$ cat config.mk
export PLATFORM = sky130hd
export DESIGN_NAME = hadamard_stream_ctrl
export DESIGN_NICKNAME = d
export VERILOG_FILES = /design/src/rtl/hadamard_stream_ctrl.sv
export SDC_FILE = /design/constraint.sdc
export NUM_CORES = 1
export LEC_CHECK = 0
export BUFFER_PORTS_ARGS = -buffer_cell sky130_fd_sc_hd__buf_2
export CAP_MARGIN = 40
export CORE_AREA = 3 3 256 258
export CTS_BUF_LIST = sky130_fd_sc_hd__clkbuf_16
export CTS_CLUSTER_DIAMETER = 200
export DETAILED_ROUTE_END_ITERATION = 10
export DIE_AREA = 0 0 259 261
export GPL_TIMING_DRIVEN = 1
export PLACE_DENSITY = 0.71
export SYNTH_ARGS = -nofsm -noshare
export SYNTH_HDL_FRONTEND = slang
export SYNTH_SLANG_ARGS = --single-unit
$ cat constraint.sdc
create_clock -name clk -period 11.5 [get_ports clk]
set_clock_uncertainty 0.15 [all_clocks]
set_input_delay 0.575 -clock clk [delete_from_list [all_inputs] [get_ports clk]]
set_output_delay 0.575 -clock clk [all_outputs]
set_load 0.05 [all_outputs]
$ cat src/rtl/hadamard_stream_ctrl.sv
//==============================================================================
// hadamard_stream_ctrl: valid/ready launch, in-flight tagging and credit-backed
// result FIFO around a free-running fixed-latency hadamard. Rev 1.0. Option: HSC_PERF_CNT_EN
//==============================================================================
`default_nettype none

module hadamard_stream_ctrl #(
   parameter int EXP_WIDTH    = 4,
   parameter int SIG_WIDTH    = 4,
   parameter int FORMAT_WIDTH = 1 + EXP_WIDTH + SIG_WIDTH,
   parameter int HD_LATENCY   = 5,
   parameter int FIFO_DEPTH   = 8
) (
   input  logic                      clk,
   input  logic                      rst,
   input  logic                      s_valid,
   output logic                      s_ready,
   input  logic                      s_last,
   input  logic [4*FORMAT_WIDTH-1:0] s_real,
   input  logic [4*FORMAT_WIDTH-1:0] s_imag,
   input  logic [4*FORMAT_WIDTH-1:0] s_tw_real,
   input  logic [4*FORMAT_WIDTH-1:0] s_tw_imag,
   output logic                      hd_start,
   output logic [4*FORMAT_WIDTH-1:0] hd_in_real,
   output logic [4*FORMAT_WIDTH-1:0] hd_in_imag,
   output logic [4*FORMAT_WIDTH-1:0] hd_tw_real,
   output logic [4*FORMAT_WIDTH-1:0] hd_tw_imag,
   input  logic [4*FORMAT_WIDTH-1:0] hd_out_real,
   input  logic [4*FORMAT_WIDTH-1:0] hd_out_imag,
   output logic                      m_valid,
   input  logic                      m_ready,
   output logic [4*FORMAT_WIDTH-1:0] m_real,
   output logic [4*FORMAT_WIDTH-1:0] m_imag,
`ifdef HSC_PERF_CNT_EN
   output logic [15:0]               perf_blocks,
   output logic [15:0]               perf_stall,
`endif
   output logic                      m_last
);

   localparam int BUS_W = 4 * FORMAT_WIDTH;
   localparam int PTR_W = $clog2(FIFO_DEPTH) + 1;
   localparam int ENT_W = 2 * BUS_W + 1;
   localparam logic [PTR_W-1:0] DEPTH_CNT = PTR_W'(FIFO_DEPTH);

   logic                  w_accept;
   logic                  w_pop;
   logic                  w_wr_en;
   logic                  w_empty;
   logic                  w_full;
   logic [PTR_W-1:0]      r_wr_ptr;
   logic [PTR_W-1:0]      r_rd_ptr;
   logic [PTR_W-1:0]      r_used;
   logic [PTR_W-1:0]      w_used_next;
   logic [HD_LATENCY:0]   r_vld_pipe;
   logic [HD_LATENCY:0]   r_last_pipe;
   logic [ENT_W-1:0]      r_mem [FIFO_DEPTH];
   logic [ENT_W-1:0]      w_head;

   assign w_accept = s_valid & s_ready;
   assign w_empty  = (r_wr_ptr == r_rd_ptr);
   assign w_full   = (r_wr_ptr[PTR_W-1] != r_rd_ptr[PTR_W-1]) &&
                     (r_wr_ptr[PTR_W-2:0] == r_rd_ptr[PTR_W-2:0]);
   assign m_valid  = !w_empty;
   assign w_pop    = m_valid & m_ready;
   assign w_wr_en  = r_vld_pipe[HD_LATENCY] & (!w_full | w_pop);

   // Credits cover both in-flight blocks and buffered results, so every launch has a slot.
   always_comb begin
      w_used_next = r_used;
      case ({w_accept, w_pop})
         2'b10:   w_used_next = r_used + 1'b1;
         2'b01:   w_used_next = r_used - 1'b1;
         default: w_used_next = r_used;
      endcase
   end

   always_ff @(posedge clk or negedge rst) begin
      if (!rst) begin
         r_used  <= '0;
         s_ready <= 1'b0;
      end else begin
         r_used  <= w_used_next;
         s_ready <= (w_used_next < DEPTH_CNT);
      end
   end

   always_ff @(posedge clk or negedge rst) begin
      if (!rst) begin
         hd_start   <= 1'b0;
         hd_in_real <= '0;
         hd_in_imag <= '0;
         hd_tw_real <= '0;
         hd_tw_imag <= '0;
      end else begin
         hd_start <= w_accept;
         if (w_accept) begin
            hd_in_real <= s_real;
            hd_in_imag <= s_imag;
            hd_tw_real <= s_tw_real;
            hd_tw_imag <= s_tw_imag;
         end
      end
   end

   always_ff @(posedge clk or negedge rst) begin
      if (!rst) begin
         r_vld_pipe  <= '0;
         r_last_pipe <= '0;
      end else begin
         r_vld_pipe  <= {r_vld_pipe[HD_LATENCY-1:0], w_accept};
         r_last_pipe <= {r_last_pipe[HD_LATENCY-1:0], w_accept & s_last};
      end
   end

   always_ff @(posedge clk or negedge rst) begin
      if (!rst) begin
         r_wr_ptr <= '0;
         r_rd_ptr <= '0;
      end else begin
         if (w_wr_en) r_wr_ptr <= r_wr_ptr + 1'b1;
         if (w_pop)   r_rd_ptr <= r_rd_ptr + 1'b1;
      end
   end

   always_ff @(posedge clk) begin
      if (w_wr_en)
         r_mem[r_wr_ptr[PTR_W-2:0]] <= {hd_out_real, hd_out_imag, r_last_pipe[HD_LATENCY]};
   end

   // Head is masked while empty so stale storage never shows on m_*.
   assign w_head = r_mem[r_rd_ptr[PTR_W-2:0]];
   assign m_real = w_empty ? '0   : w_head[ENT_W-1 -: BUS_W];
   assign m_imag = w_empty ? '0   : w_head[BUS_W   -: BUS_W];
   assign m_last = w_empty ? 1'b0 : w_head[0];

`ifdef HSC_PERF_CNT_EN
   always_ff @(posedge clk or negedge rst) begin
      if (!rst) begin
         perf_blocks <= '0;
         perf_stall  <= '0;
      end else begin
         if (w_accept && (perf_blocks != 16'hFFFF))
            perf_blocks <= perf_blocks + 16'd1;
         if (s_valid && !s_ready && (perf_stall != 16'hFFFF))
            perf_stall <= perf_stall + 16'd1;
      end
   end
`else
   // No performance counters in this build.
`endif

endmodule

`default_nettype wire
# Yosys cells after proc, flatten, opt, wreduce, memory -nomap -nowiden
# Memories as Yosys holds them, arrays and structs flattened.
# Index checks and enable logic that the tools add are counted.
dict set report word_totals {
  memories 1
  ram_bits 584
  output_inout_bits 220
  word_cells 36
  register_bits 170
  in_bits 221
}
dict set report op_classes {
  reduce_logical 3
  bitwise_logic 5
  mux 6
  eq_ne 5
  order_cmp 1
  n_addsub 4
}
# memory depth word_bits read_ports rd_clocked_by_memory_dff write_ports line_no
set memory_table {}
lappend memory_table {r_mem 8 73 1 0 1 57} ;# logic [ENT_W-1:0] r_mem [FIFO_DEPTH];
# op count
set op_table {}
lappend op_table {{$mux 36} 2}
lappend op_table {{$add 4x1->4 const B} 3}
lappend op_table {{$pmux 4 s2} 1}
lappend op_table {{$and 1x1->1} 4}
lappend op_table {{$eq 4x4->1} 1}
lappend op_table {{$lt 4x4->1 const B} 1}
lappend op_table {{$sub 4x1->4 const B} 1}
lappend op_table {{$eq 3x3->1} 1}
lappend op_table {{$mux 1} 3}
lappend op_table {{$eq 2x1->1 const B} 1}
lappend op_table {{$eq 2x2->1 const B} 1}
lappend op_table {{$logic_not 1->1} 2}
lappend op_table {{$logic_and 1x1->1} 1}
lappend op_table {{$ne 1x1->1} 1}
lappend op_table {{$or 1x1->1} 1}

# Logic depth before layout (Yosys ltp)
dict set report depth {
  word_depth 7
  mapped_depth 10
  depth_no_buf 9
}

# Worst setup path before layout
# Ideal clock, no wire load.
dict set report synth_timing {
  kind {register to register}
  from {register r_wr_ptr[1]}
  to {memory r_mem[0][0] (netlist bit) (enable)}
  synth_period_minus_slack_ns 8.824
  t_arrival_ns 7.990
  setup_slack_ns 2.676
  path_stages_with_launch 6
  setup_ns 0.684
  required_ns 10.666
  n_path_buf 1
  path_cell_list {dfrtp_1 > buf_2 > xor2_1 > or4_4 > nor2_1 > nor4_1}
}
dict set report synth_via {
  elab_chain_len 7
  elab_cells_between_ends 10
  cone_classes {2 x eq/ne; 2 x mux; 3 x bitwise; 3 x reduce/logical}
}
# element line_no
set synth_rtl {}
lappend synth_rtl {{start: declaration} 51} ;# logic [PTR_W-1:0] r_wr_ptr;
lappend synth_rtl {{start signal: assignment} 121} ;# if (w_wr_en) r_wr_ptr <= r_wr_ptr + 1'b1;
lappend synth_rtl {{$eq 4x4->1 / $eq 3x3->1 (equally long branches)} {61, 63}}
lappend synth_rtl {{$logic_not 1->1 / $logic_and 1x1->1 (equally long branches)} {64, 62}}
lappend synth_rtl {{$and 1x1->1 / $logic_not 1->1 (equally long branches)} {65, 66}}
lappend synth_rtl {{$or 1x1->1} 66} ;# assign w_wr_en = r_vld_pipe[HD_LATENCY] & (!w_full | w_pop);
lappend synth_rtl {{$and 1x1->1} 66}
lappend synth_rtl {{$mux 1} 127} ;# if (w_wr_en)
lappend synth_rtl {{$mux 1 (not written as such)} 128} ;# r_mem[r_wr_ptr[PTR_W-2:0]] <= {hd_out_real, hd_out_imag, r_last_pipe[HD_LATENCY]};
lappend synth_rtl {{end: declaration} 57}
# Several ways; a longest one is shown, not always the timed one.

# Worst setup path in the final report
dict set report layout_timing {
  from {register r_rd_ptr[0]}
  to {output port m_imag[15]}
}
dict set report layout_via {
  elab_chain_len 2
  elab_cells_between_ends 3
  cone_classes {1 x eq/ne; 1 x mux; 1 x memory}
}
# element line_no
set layout_rtl {}
lappend layout_rtl {{start: declaration} 52} ;# logic [PTR_W-1:0] r_rd_ptr;
lappend layout_rtl {{start signal: assignment} 122} ;# if (w_pop) r_rd_ptr <= r_rd_ptr + 1'b1;
lappend layout_rtl {{$mem_v2 8x73 / $eq 4x4->1 (equally long branches)} -}
lappend layout_rtl {{$mux 36 *} 134} ;# assign m_imag = w_empty ? '0 : w_head[BUS_W -: BUS_W];
lappend layout_rtl {{end: declaration} 33} ;# output logic [4*FORMAT_WIDTH-1:0] m_imag,
# Every way passes the cells marked *; elsewhere a longest branch is shown, timed or not.

==> impl_metrics.csv <==
group,metric,value,unit
timing,period_needed,4.23,ns
die,core-area,63200,sq um
pwr,p_total,10.8,mW
synth,synthCells,1326,
timing,drv_slew,0,
final_layout,syn_to_final_growth,23.0,%
routing,vias_per_cell,5.32,
routing,drt_first_pass_iters,7,
worst_hold_path,hold_path_class,"input port to flip-flop",
critical_path,rrSetupSlack,7.75,ns
die,initial_core_util,0.451,
outcome,status,"completed",
die,rows,92,
pwr,power_leakage,13.1,nW
critical_path,cp_max_fo,36,
timing,fmax,0.236,GHz
clocking,clock-sinks,753,
routing,vias,14800,
synth,synth-compound-area-share,0.00242,
critical_path,r2r_end,"s_ready",
die,io_pins,441,
clocking,clockBufferDepth,3,
global_route,grt_antenna_before_repair,18,
critical_path,required,10.78,ns
synth,synth_area,28500,sq um
global_route,grt_overflow_total,0,
timing,rsz0062_at_grt,"false",
timing,hold_violations,0,
critical_path,critPathLaunchType,"flip-flop",
synth,yosys.area_share.xor_xnor,0.00400,
run,cap_violations,0,
critical_path,worstSetupEndpointType,"output pin",
placement,dp_hpwl,41.8,mm
synth,ys_types,34,
synth,yosys.area.top_type,"edfxtp_1",
synth,synth_top_family_by_area,"multiplexers",
pwr,max-vdd-ir-drop,0.246,mV
die,die_height,261,um
routing,wire_per_inst,24.1,um
synth,ys_ff_latch,753,
synth,yosys.area_share.simple,0.0156,
clocking,cts_buffers,79,
worst_hold_path,hold_depth,2,
global_route,grt_pass1_vias,16000,
synth,avgSynthCellArea,21.5,sq um
final_layout,fin_area,35000,sq um
synth,synth.area.mux_share,0.200,
routing,drtAntennaViolNets,0,
timing,tightest_slew,0.898,ns
clocking,clk_pin_slew_worst_paths,0.06,ns
placement,io_buffer_count,440,
final_layout,layout-drive-gt1-share,0.466,
clocking,insertion_delay,0.62,ns
critical_path,r2r-start,"r_rd_ptr[2]",
synth,synth_area_leaders,"edfxtp_1 (62%), dfrtp_1 (15%), mux4_2 (12%), mux2_2 (5.7%), mux2i_1 (2.6%)",
global_route,grt_max_degree,96,
critical_path,worstPathArrival,3.50,ns
clocking,cts_max_level,3,
pwr,cellPowerDensity,310,nW/um^2
critical_path,r2r_cells,10,
die,die_area,67600,sq um
synth,yosys_warnings,0,
die,die_x,259,um
critical_path,crit_type,"flip-flop to output pin",
synth,ys_seq_area_frac,0.764,
global_route,gr-usage-all-layers,0.198,
clocking,cts_resized,0,
clocking,tritoncts,"done",
routing,totalWireLength,67.2,mm
routing,drc_errors,0,
final_layout,final_common_cell,"edfxtp_1",
global_route,grt_pass1_wl,99.4,mm
clocking,post_cts_buffers,0,
timing,timing.final.crit_share,0.368,
synth,syn-num-nets,1553,
timing,setup_viol,0,
synth,synthAdderAreaFrac,0.00264,
worst_hold_path,hold_start,"s_tw_imag[31]",
placement,place_congestion,0.838,
final_layout,nNetsFinal,2086,
synth,synth_top_area_share,0.616,
worst_hold_path,min_to,"hd_tw_imag[31]",
routing,dr.first_iter.drc_count,951,
final_layout,layout_common_cells,"edfxtp_1 (584), buf_2 (439), dfrtp_1 (166), mux4_2 (146), mux2_2 (145)",
timing,relSlewSlack,0.401,
placement,placed_area,32000,sq um
clocking,ctsRootBufferMaster,"clkbuf_16",
timing,setup_tns,0,ns
## critical path: stages (launching register included)
cell and delay, ns:
dfrtp_4 0.41, buf_4 0.33, buf_16 0.28, buf_4 0.41
buf_16 0.33, mux4_2 0.55, mux2i_1 0.20, nor2_1 0.07
buf_2 0.23
## worst max path at each step
stage,start,endpoint,slack [ns],cells after the start
2_1_floorplan,r_wr_ptr[1],r_mem[0][0],2.68,5
3_3_place_gp,r_rd_ptr[0],m_imag[25],7.41,6
3_5_place_dp,r_rd_ptr[2],s_ready,7.70,10
4_1_cts,r_rd_ptr[0],m_real[34],7.14,8
5_1_grt,r_rd_ptr[0],m_real[35],6.99,8
6_report,r_rd_ptr[0],m_imag[15],7.27,8
## cells in the mapped netlist
cell      instances
nand3_1           3
o21ai_1           1
mux2i_1          73
ha_1              6
nand4_1           2
nand2b_1          1
clkbuf_1         21
mux2_1            2
o21ai_0           3
a31oi_1           1
buf_2            38
xor2_1            8
nor2_1           77
and3_1            2
o211ai_1          2
o21ai_2           2
edfxtp_1        584
nor4_1            3
nand2_1           7
nor3_1            5
buf_1             8
buf_4             2
or4_4             1
dfrtp_1         169
a21oi_1           2
nor4b_2           1
mux2_4            1
xnor2_1           5
inv_2             1
mux4_2          146
or3_1             1
nor2b_1           1
mux2_2          145
inv_1             2
## report_power, final
group | total [mW] | internal [mW] | switching, mW
Combinational | 4.62 | 1.43 | 3.20
Sequential | 3.75 | 3.47 | 0.272
Clock | 2.48 | 1.44 | 1.04
Total | 10.8 | 6.35 | 4.50
## per-stage QoR
step / hold WS, ns / setup WS [ns] / instances / util
after floorplan: 0.129 / 2.68 / 1326 / -
after global placement: 0.182 / 7.41 / 2568 / 0.502
after detailed placement: 0.186 / 7.70 / 2581 / 0.507
after CTS: 0.000479 / 7.14 / 2770 / 0.554
after global routing: 0.0128 / 6.99 / 2779 / 0.554
final: 0.0343 / 7.27 / 2783 / 0.554
## metal layers
metal	vias up	wire (um)	global-route usage
met5	-	30	0
met4	6	2330	0.0838
met3	116	4910	0.0529
met2	564	34500	0.339
met1	7704	25300	0.239
li1	6404	-	-
## layout make-up
cell class / count / area (sq um)
diodes: 13 / 32.5
repair buffers: 521 / 3150
fillers: 4737 / 28200
clock inverters: 65 / 524
clock buffers: 81 / 2030
flip-flops and latches: 753 / 21800
multi-input cells: 501 / 6450
well taps: 846 / 1060
inverters: 3 / 16.3
## sequential cells by signal (all words and copies together), names as in the netlist, 6 cells and up, named ones only
signal,count
hd_tw_real,36
hd_tw_imag,36
hd_in_real,36
r_last_pipe,6
r_vld_pipe,6
r_mem,584
hd_in_imag,36
## cells by family (layout without fill, tap and decap cells)
logic type,after synthesis,count (layout)
other cells,0,13
fa+ha+maj,6,6
xor+xnor,13,13
buf+inv,72,670
flops,753,753
mux,367,367
simple gates,104,104
compound gates,11,11
## what timing repair did
action	in CTS	in global routing
setup endpoints to repair	0	0
hold endpoints to repair	136	0
hold buffers	43	0
Power figures use the tool's default switching activity.
